<file path="config.mk">
export PLATFORM = sky130hd
export DESIGN_NAME = host_csr_file_flat
export DESIGN_NICKNAME = d
export VERILOG_FILES = /design/src/rtl/host_csr_pkg.sv /design/src/rtl/host_csr_if.sv /design/src/rtl/host_csr_cycle_counter.sv /design/src/rtl/host_csr_file.sv /design/src/flat_wrapper.sv
export SDC_FILE = /design/constraint.sdc
export NUM_CORES = 1
export LEC_CHECK = 0
export ABC_AREA = 1
export BUFFER_PORTS_ARGS = -buffer_cell sky130_fd_sc_hd__buf_2
export CAP_MARGIN = 20
export CORE_ASPECT_RATIO = 0.8
export CORE_MARGIN = 3
export CORE_UTILIZATION = 45
export CTS_CLUSTER_DIAMETER = 120
export DETAILED_ROUTE_END_ITERATION = 8
export PLACE_DENSITY_LB_ADDON = 0.3
export SYNTH_ARGS = -nofsm -noshare
export SYNTH_HDL_FRONTEND = slang
export SYNTH_SLANG_ARGS = --single-unit
</file>
<file path="constraint.sdc">
create_clock -name clock -period 2.77 [get_ports clock]
set_input_delay 0.831 -clock clock [delete_from_list [all_inputs] [get_ports clock]]
set_output_delay 0.831 -clock clock [all_outputs]
set_load 0.02 [all_outputs]
</file>
<file path="src/rtl/host_csr_pkg.sv">
// host_csr_pkg: register map, CTRL bit indices and host FSM state for host_csr_file
package host_csr_pkg;
  localparam logic [7:0] CTRL_ADDR   = 8'h00;
  localparam logic [7:0] CYCLES_ADDR = 8'h04;
  localparam logic [7:0] CONST_ADDR  = 8'h08;
  localparam logic [7:0] LEN_ADDR    = 8'h0C;
  localparam logic [7:0] SRC_LO_ADDR = 8'h10;
  localparam logic [7:0] SRC_HI_ADDR = 8'h14;
  localparam logic [7:0] DST_LO_ADDR = 8'h18;
  localparam logic [7:0] DST_HI_ADDR = 8'h1C;
  localparam int LAUNCH_BIT  = 0;
  localparam int DONE_BIT    = 1;
  localparam int TIMEOUT_BIT = 2;
  typedef enum logic {IDLE, RESP} host_state_e;
  function automatic logic [7:0] arg_addr(input int i);
    return CONST_ADDR + 8'(4 * i);
  endfunction
endpackage

</file>
<file path="src/rtl/host_csr_if.sv">
// host_csr_if: host MMIO request/response channel between host queue and CSR file
interface host_csr_if #(parameter int ADDR_BITS = 8, parameter int DATA_BITS = 32);
  logic                 host_req_valid;
  logic                 host_req_opcode;
  logic [ADDR_BITS-1:0] host_req_addr;
  logic [DATA_BITS-1:0] host_req_value;
  logic                 host_req_deq;
  logic                 host_resp_valid;
  logic [DATA_BITS-1:0] host_resp_bits;
  modport master (
    output host_req_valid, host_req_opcode, host_req_addr, host_req_value,
    input  host_req_deq, host_resp_valid, host_resp_bits
  );
  modport slave (
    input  host_req_valid, host_req_opcode, host_req_addr, host_req_value,
    output host_req_deq, host_resp_valid, host_resp_bits
  );
endinterface

</file>
<file path="src/rtl/host_csr_cycle_counter.sv">
// host_csr_cycle_counter: saturating busy-cycle counter with clear/freeze; watchdog compare under HOST_CSR_TIMEOUT_EN
module host_csr_cycle_counter #(
  parameter int W = 32
`ifdef HOST_CSR_TIMEOUT_EN
  , parameter int TIMEOUT_CYCLES = 1024
`endif
) (
  input  logic         clock,
  input  logic         reset,
  input  logic         clr,
  input  logic         en,
  input  logic         freeze,
  output logic [W-1:0] count,
  output logic         hit
);
  logic step;
  assign step = en && !freeze && count != '1;
`ifdef HOST_CSR_TIMEOUT_EN
  assign hit = step && count == W'(TIMEOUT_CYCLES - 1);
`else
  assign hit = 1'b0;
`endif
  // clear wins over counting so a relaunch always restarts at zero
  always_ff @(posedge clock or negedge reset)
    if (!reset) count <= '0;
    else count <= clr ? '0 : step ? count + W'(1) : count;
endmodule

</file>
<file path="src/rtl/host_csr_file.sv">
// host_csr_file: host MMIO CSR file driving engine launch/args and collecting status; watchdog under HOST_CSR_TIMEOUT_EN
module host_csr_file
  import host_csr_pkg::*;
#(
  parameter int HOST_ADDR_BITS = 8,
  parameter int HOST_DATA_BITS = 32,
  parameter int MEM_ADDR_BITS  = 64,
  parameter int NUM_ARGS       = 2
`ifdef HOST_CSR_TIMEOUT_EN
  , parameter int TIMEOUT_CYCLES = 1024
`endif
) (
  input  logic                      clock,
  input  logic                      reset,
  host_csr_if.slave                 host,
  output logic                      launch,
  input  logic                      finish,
  output logic                      busy,
  output logic [HOST_DATA_BITS-1:0] arg_const,
  output logic [HOST_DATA_BITS-1:0] arg_len,
  output logic [MEM_ADDR_BITS-1:0]  src_addr,
  output logic [MEM_ADDR_BITS-1:0]  dst_addr
);
  host_state_e state, state_nxt;
  logic [HOST_DATA_BITS-1:0] args [NUM_ARGS];
  logic [HOST_DATA_BITS-1:0] src_lo, src_hi, dst_lo, dst_hi, cycles, rd_data, resp_data;
  logic done, tmo, to_hit, wr, rd, fin, go;
  assign wr  = host.host_req_deq && host.host_req_opcode;
  assign rd  = host.host_req_deq && !host.host_req_opcode;
  assign fin = finish && busy;
  assign go  = wr && host.host_req_addr == HOST_ADDR_BITS'(CTRL_ADDR) && host.host_req_value[LAUNCH_BIT] && (!busy || fin);
  assign arg_const = args[0];
  assign arg_len   = args[1];
  assign src_addr  = MEM_ADDR_BITS'({src_hi, src_lo});
  assign dst_addr  = MEM_ADDR_BITS'({dst_hi, dst_lo});
  assign host.host_resp_bits = resp_data;
  host_csr_cycle_counter #(
    .W(HOST_DATA_BITS)
`ifdef HOST_CSR_TIMEOUT_EN
    , .TIMEOUT_CYCLES(TIMEOUT_CYCLES)
`endif
  ) u_cnt (
    .clock(clock), .reset(reset), .clr(go), .en(busy), .freeze(fin), .count(cycles), .hit(to_hit)
  );
  // host FSM state register
  always_ff @(posedge clock or negedge reset)
    if (!reset) state <= IDLE;
    else state <= state_nxt;
  // a dequeued read spends one cycle in RESP, writes never leave IDLE
  always_comb state_nxt = (state == IDLE && host.host_req_valid && !host.host_req_opcode) ? RESP : IDLE;
  // deq only from IDLE, response valid only in RESP
  always_comb begin
    host.host_req_deq    = state == IDLE && host.host_req_valid;
    host.host_resp_valid = state == RESP;
  end
  // read mux over the pre-update register values
  always_comb begin
    rd_data = '0;
    case (host.host_req_addr)
      CTRL_ADDR: begin
        rd_data[DONE_BIT]    = done;
        rd_data[TIMEOUT_BIT] = tmo;
      end
      CYCLES_ADDR: rd_data = cycles;
      SRC_LO_ADDR: rd_data = src_lo;
      SRC_HI_ADDR: rd_data = src_hi;
      DST_LO_ADDR: rd_data = dst_lo;
      DST_HI_ADDR: rd_data = dst_hi;
      default: ;
    endcase
    for (int i = 0; i < NUM_ARGS; i++)
      if (host.host_req_addr == HOST_ADDR_BITS'(arg_addr(i))) rd_data = args[i];
  end
  // engine control: finish is applied before a same-cycle launch, so go overrides it
  always_ff @(posedge clock or negedge reset)
    if (!reset) begin
      launch <= 1'b0;
      busy   <= 1'b0;
      done   <= 1'b0;
      tmo    <= 1'b0;
    end else begin
      launch <= go;
      busy   <= go || (busy && !fin && !to_hit);
      done   <= !go && (done || fin);
      tmo    <= !go && (tmo || to_hit);
    end
  // argument/pointer registers and captured read data
  always_ff @(posedge clock or negedge reset)
    if (!reset) begin
      for (int i = 0; i < NUM_ARGS; i++) args[i] <= '0;
      src_lo    <= '0;
      src_hi    <= '0;
      dst_lo    <= '0;
      dst_hi    <= '0;
      resp_data <= '0;
    end else begin
      for (int i = 0; i < NUM_ARGS; i++)
        if (wr && host.host_req_addr == HOST_ADDR_BITS'(arg_addr(i))) args[i] <= host.host_req_value;
      if (wr && host.host_req_addr == HOST_ADDR_BITS'(SRC_LO_ADDR)) src_lo <= host.host_req_value;
      if (wr && host.host_req_addr == HOST_ADDR_BITS'(SRC_HI_ADDR)) src_hi <= host.host_req_value;
      if (wr && host.host_req_addr == HOST_ADDR_BITS'(DST_LO_ADDR)) dst_lo <= host.host_req_value;
      if (wr && host.host_req_addr == HOST_ADDR_BITS'(DST_HI_ADDR)) dst_hi <= host.host_req_value;
      if (rd) resp_data <= rd_data;
    end
endmodule

</file>
<file path="src/flat_wrapper.sv">
// flat-port wrapper written by rule: the top's interface ports become plain ports
module host_csr_file_flat import host_csr_pkg::*;
#(
  parameter int HOST_ADDR_BITS = 8,
  parameter int HOST_DATA_BITS = 32,
  parameter int MEM_ADDR_BITS  = 64,
  parameter int NUM_ARGS       = 2

)
  (clock, reset, launch, finish, busy, arg_const, arg_len, src_addr, dst_addr, host_host_req_valid, host_host_req_opcode, host_host_req_addr, host_host_req_value, host_host_req_deq, host_host_resp_valid, host_host_resp_bits);
  host_csr_if #(.ADDR_BITS(8), .DATA_BITS(32)) host_i ();
  input  logic clock;
  input  logic reset;
  output logic launch;
  input  logic finish;
  output logic busy;
  output logic [HOST_DATA_BITS-1:0] arg_const;
  output logic [HOST_DATA_BITS-1:0] arg_len;
  output logic [MEM_ADDR_BITS-1:0] src_addr;
  output logic [MEM_ADDR_BITS-1:0] dst_addr;
  input wire logic [$bits(host_i.host_req_valid)-1:0] host_host_req_valid;
  input wire logic [$bits(host_i.host_req_opcode)-1:0] host_host_req_opcode;
  input wire logic [$bits(host_i.host_req_addr)-1:0] host_host_req_addr;
  input wire logic [$bits(host_i.host_req_value)-1:0] host_host_req_value;
  output wire logic [$bits(host_i.host_req_deq)-1:0] host_host_req_deq;
  output wire logic [$bits(host_i.host_resp_valid)-1:0] host_host_resp_valid;
  output wire logic [$bits(host_i.host_resp_bits)-1:0] host_host_resp_bits;
  assign host_i.host_req_valid = host_host_req_valid;
  assign host_i.host_req_opcode = host_host_req_opcode;
  assign host_i.host_req_addr = host_host_req_addr;
  assign host_i.host_req_value = host_host_req_value;
  assign host_host_req_deq = host_i.host_req_deq;
  assign host_host_resp_valid = host_i.host_resp_valid;
  assign host_host_resp_bits = host_i.host_resp_bits;
  host_csr_file #(.HOST_ADDR_BITS(HOST_ADDR_BITS), .HOST_DATA_BITS(HOST_DATA_BITS), .MEM_ADDR_BITS(MEM_ADDR_BITS), .NUM_ARGS(NUM_ARGS)) u_core (.clock(clock), .reset(reset), .host(host_i), .launch(launch), .finish(finish), .busy(busy), .arg_const(arg_const), .arg_len(arg_len), .src_addr(src_addr), .dst_addr(dst_addr));
endmodule
</file>
Word level (Yosys, flattened, before mapping)
Index checks and enable logic that the tools add are counted.
{"block": "word_totals", "output_inout_bits": 228, "ff_bits": 261}
{"block": "classes", "eq_ne": 8, "muxes": 8, "reduce_logical": 26, "n_addsub": 1, "bitwise_logic": 1}
{"cell": "$pmux 29 s5", "n": 1}
{"cell": "$mux 32", "n": 4}
{"cell": "$add 32x1->32 const B", "n": 1}
{"cell": "$eq 8x5->1 const B", "n": 4}
{"cell": "$ne 32x32->1 const B", "n": 1}
{"cell": "$logic_and 1x1->1", "n": 17}
{"cell": "$eq 8x4->1 const B", "n": 2}
{"cell": "$pmux 2 s6", "n": 1}
{"cell": "$eq 8x3->1 const B", "n": 1}
{"cell": "$logic_not 8->1", "n": 1}
{"cell": "$pmux 1 s5", "n": 1}
{"cell": "$logic_not 1->1", "n": 4}
{"cell": "$logic_or 1x1->1", "n": 3}
{"cell": "$reduce_bool 2->1", "n": 1}
{"cell": "$mux 1", "n": 1}
{"cell": "$not 1->1", "n": 1}

Logic depth before layout (Yosys ltp)
{"block": "logic_depth", "ltp_word": 8, "mapped_depth": 11}

Hierarchy
A second synthesis with hierarchy kept.
{"block": "hier_totals", "cells_unflattened": 1680, "hier_area_um2": 13076.3}
{"module": "host_csr_file", "instances": 1, "seq_area_each_um2": 5730.5, "area_each_um2": 10876.7, "cells_each": 1334}
{"module": "host_csr_cycle_counter", "instances": 1, "seq_area_each_um2": 800.8, "area_each_um2": 2199.6, "cells_each": 346}

Worst setup path after synthesis
OpenSTA, ideal clock, no wires.
{"block": "synth_timing", "kind": "input to register", "startpoint": "input host_host_req_valid", "endpoint": "register u_core.u_cnt.count[22]", "stages": 8, "path_slack_ns": 0.605, "required_ns": 2.652, "setup_ns": 0.118, "arrival_ns": 2.047, "path_cell_list": "inv_1 -> nor2_1 -> nand2_1 -> nor2_1 -> nand3_1 -> clkbuf_1 -> nand3_1 -> nand2_1"}
{"block": "synth_between", "elab_chain_cells": 6, "elab_cells_between_ends": 7, "cone_classes": "mux (1); reduce/logical (6)"}
{"element": "start, declared", "line": "flat_wrapper.sv:21", "text": "input wire logic [$bits(host_i.host_req_valid)-1:0] host_host_req_valid;"}
{"element": "$logic_and 1x1->1 *", "line": "host_csr_file.sv:53", "text": "host.host_req_deq = state == IDLE && host.host_req_valid;"}
{"element": "net host_host_req_deq", "line": "flat_wrapper.sv:25", "text": "output wire logic [$bits(host_i.host_req_deq)-1:0] host_host_req_deq;"}
{"element": "$logic_and 1x1->1 *", "line": "host_csr_file.sv:28", "text": "assign wr = host.host_req_deq && host.host_req_opcode;"}
{"element": "$logic_and 1x1->1 * (3 in series)", "line": "host_csr_file.sv:31", "text": "assign go = wr && host.host_req_addr == HOST_ADDR_BITS'(CTRL_ADDR) && host.host_req_value[LAUNCH_BIT] && (!bus ..."}
{"element": "$mux 32 or $reduce_bool 2->1 (tied branches)"}
{"element": "end signal, assigned", "line": "host_csr_cycle_counter.sv:26", "text": "else count <= clr ? '0 : step ? count + W'(1) : count;"}
{"element": "end, declared", "line": "host_csr_cycle_counter.sv:13", "text": "output logic [W-1:0] count,"}
Mark *: on every way through the listed nets, which the timed path passes. The rest lies on a longest branch.
A chain may end at the register's enable or synchronous reset.

Worst setup path in the final report
{"block": "layout_timing", "startpoint": "register u_core.state, in the netlist u_core.host.host_resp_valid", "endpoint": "output host_host_req_deq"}
{"block": "layout_between", "elab_chain_cells": 2}
{"element": "start, declared", "line": "host_csr_file.sv:24", "text": "host_state_e state, state_nxt;"}
{"element": "start signal, assigned", "line": "host_csr_file.sv:48", "text": "else state <= state_nxt;"}
{"element": "$not 1->1", "line": "host_csr_file.sv:53"}
{"element": "$logic_and 1x1->1", "line": "host_csr_file.sv:53"}
{"element": "end, declared", "line": "flat_wrapper.sv:25"}
Every way passes these cells.

==> results_dict.tcl <==
set metrics [dict create \
    synth.most_common_cell "nand2_1" \
    track_usage_pct 28.0 \
    num_vias 12300 \
    routedWlPerCell_um 18.9 \
    syn_nets 1692 \
    ys_ff_latch 261 \
    synth.area.top_cells "dfrtp_1 (52%), nand2_1 (15%), nand3_1 (9.2%)" \
    grt_pass1_vias 11700 \
    start_util_pct 46.1 \
    leakage_nw 8.28 \
    p_per_area_mw_per_mm2 530 \
    ir_drop_uv 413 \
    clock_skew_ps 20.5 \
    synthFlopType "dfrtp_1" \
    slew_violations 0 \
    die_w_um 194 \
    min_path_type "input pin to async pin" \
    yosys.area.top_type "dfrtp_1" \
    dr.pass1.iters 5 \
    nets 1945 \
    r2r_slack_ps 680 \
    status "completed" \
    fin_crit_ps 2130 \
    die_h_um 156 \
    hold_violations 0 \
    route.detailed.drc 0 \
    total_power_mw 8.25 \
    cts-root-buf "clkbuf_16" \
    fillers 2610 \
    gp_congestion 0.989 \
    ctsHoldBuffers 0 \
    crit_required_ps 1940 \
    viasPerCell 5.40 \
    ctsResizeCount 0 \
    clkSlewWorstSetupHoldPaths_ps 80 \
    syn_inst 1646 \
    area.growth.synth_to_final_pct 22.9 \
    drtAntennaViolNets 0 \
    clock_latency_ps 550 \
    rsz0062_at_grt "no" \
    seq_area_frac_synth_pct 51.6 \
    startpoint_type "flop" \
    tns_ps 0 \
    syn_area_per_cell_um2 7.70 \
    finalCritPeriodShare_pct 76.8 \
    initialDrtViolationCount 906 \
    clock.fmax_mhz 470 \
    totalWireLength_mm 43.2 \
    drive_above_1_share_pct 20.4 \
    timing.hold.ws_ps 228 \
    io_pins 273 \
    crit_fanout 3 \
    syn-cell-area_mm2 0.0127 \
    final_cell_count_no_fill 2285 \
    grt_pass1_wl_mm 67.9 \
    dpl.hpwl_mm 30.6 \
    dp_cells 2234 \
    yosysTopAreaCellShare_pct 51.6 \
    yosys_warnings 0 \
    post_dp_cell_area_mm2 0.0147 \
    post_cts_buffers 0 \
    antenna_found_initial 1 \
    worst_setup_path_end_kind "primary output" \
    synth_edf_count 0 \
    grt_max_degree 65 \
    ys_async_sr_fraction_pct 100 \
    drv_cap 0 \
    cts_max_level 1 \
    setup_viol 0 \
    clock_sinks 261 \
    cts_made_buffers 27 \
    worstMarginPinSlew_ps 699 \
    crit_type "flop to primary output" \
    synth_cell_type_count 28 \
    arrival_ps 1300 \
    num_rows 54 \
    synth_commonest_cells "nand2_1 (500), dfrtp_1 (261), nand3_1 (232), o21ai_0 (182), inv_1 (130)" \
    port_buffers 272 \
    grt-ovfl-total 0 \
    cts.path.max_buffers 3 \
    cts_tree "yes" \
    design_area_mm2 0.0156 \
    die-area_mm2 0.0302 \
    coreArea_mm2 0.0275 \
    slew-limit-headroom_pct 53.3 \
]
worst max-delay path, stage by stage (launching register included):
cell,delay [ps]
dfrtp_1,400
nor2_1,160
buf_2,190
sequential cells by signal, summed over array words and instances (netlist names):
| name | cells |
|---|---|
| u_core.dst_hi | 32 |
| u_core.src_lo | 32 |
| u_core.u_cnt.count | 32 |
| u_core.arg_len | 32 |
| u_core.busy | 1 |
| u_core.launch | 1 |
| u_core.src_hi | 32 |
| u_core.done | 1 |
| u_core.arg_const | 32 |
| u_core.host.host_resp_valid | 1 |
| u_core.dst_lo | 32 |
| u_core.host.host_resp_bits | 32 |
| u_core.tmo | 1 |
cell usage in the layout (no fill, tap or decap), types with 3 or more instances in the layout:
master	count
nand2_1	498
buf_2	271
dfrtp_1	261
nand3_1	231
o21ai_0	182
inv_1	130
nor2_1	110
a21oi_1	65
buf_4	28
clkbuf_16	27
buf_12	17
o21ai_1	16
xor2_1	11
nand3b_1	10
nor2_4	8
nand3_2	7
clkbuf_1	7
inv_2	5
nand2_2	5
xnor2_1	4
clkinvlp_4	4
clkbuf_8	3
bufinv_16	3
clkinv_2	3
per-stage QoR:
step	setup slack [ps]	utilization (%)
after floorplan	605	-
after global placement	201	53.3
after detailed placement	246	53.3
after CTS	624	56.6
after global routing	489	56.6
final	644	56.6
routing by layer:
layer,global-route usage (%),vias to the layer above,wire length (µm)
met5,0,-,0
met1,39.2,5822,18200
met2,44.5,603,19600
met3,5.46,83,3960
li1,-,5823,-
met4,8.95,0,1380
cells by family after synthesis:
family	count (synthesis)	synth area share (%)
buffers and inverters	228	7.40
adders and majority gates	1	0.0987
AOI/OAI and AO/OA	263	10.4
DFF	261	51.6
and+or+nand+nor	878	29.5
xor gates and xnor gates	15	1.04
layout make-up:
class                   instances  area [µm²]  share of cell area (%)
clock inverters                13         161                    1.04
clock buffers                  37         743                    4.77
diodes                          1        2.50                  0.0161
repair buffers                317        1920                    12.3
inverters                     135         507                    3.25
flip-flops and latches        261        6530                    41.9
multi-input cells            1157        5250                    33.7
well taps                     364         455                    2.92
where the power goes:
part           internal [mW]  switching (mW)  total, mW  leakage (nW)
clock network           2.17            1.59       3.76         0.430
registers               3.88          0.0759       3.96          3.62
logic                  0.150           0.382      0.532          4.23
total                   6.20            2.05       8.25          8.28
path summary, 6_finish.rpt:
| check | start | endpoint | depth (start not counted) |
|---|---|---|---|
| worst min register to register | u_core.host.host_resp_bits[14]$_DFFE_PN0P_ | u_core.host.host_resp_bits[14]$_DFFE_PN0P_ | 2 |
| max in group asynchronous | reset | u_core.dst_hi[12]$_DFFE_PN0P_ | 2 |
| worst max-delay path | u_core.host.host_resp_valid$_DFF_PN0_ | host_host_req_deq | 2 |
| worst max register to register | u_core.u_cnt.count[0]$_DFFE_PN0P_ | u_core.u_cnt.count[17]$_DFFE_PN0P_ | 10 |
| worst min-delay path | reset | u_core.u_cnt.count[12]$_DFFE_PN0P_ | 1 |
| min in group clock | u_core.host.host_resp_bits[14]$_DFFE_PN0P_ | u_core.host.host_resp_bits[14]$_DFFE_PN0P_ | 2 |
Power figures use the tool's default switching activity.
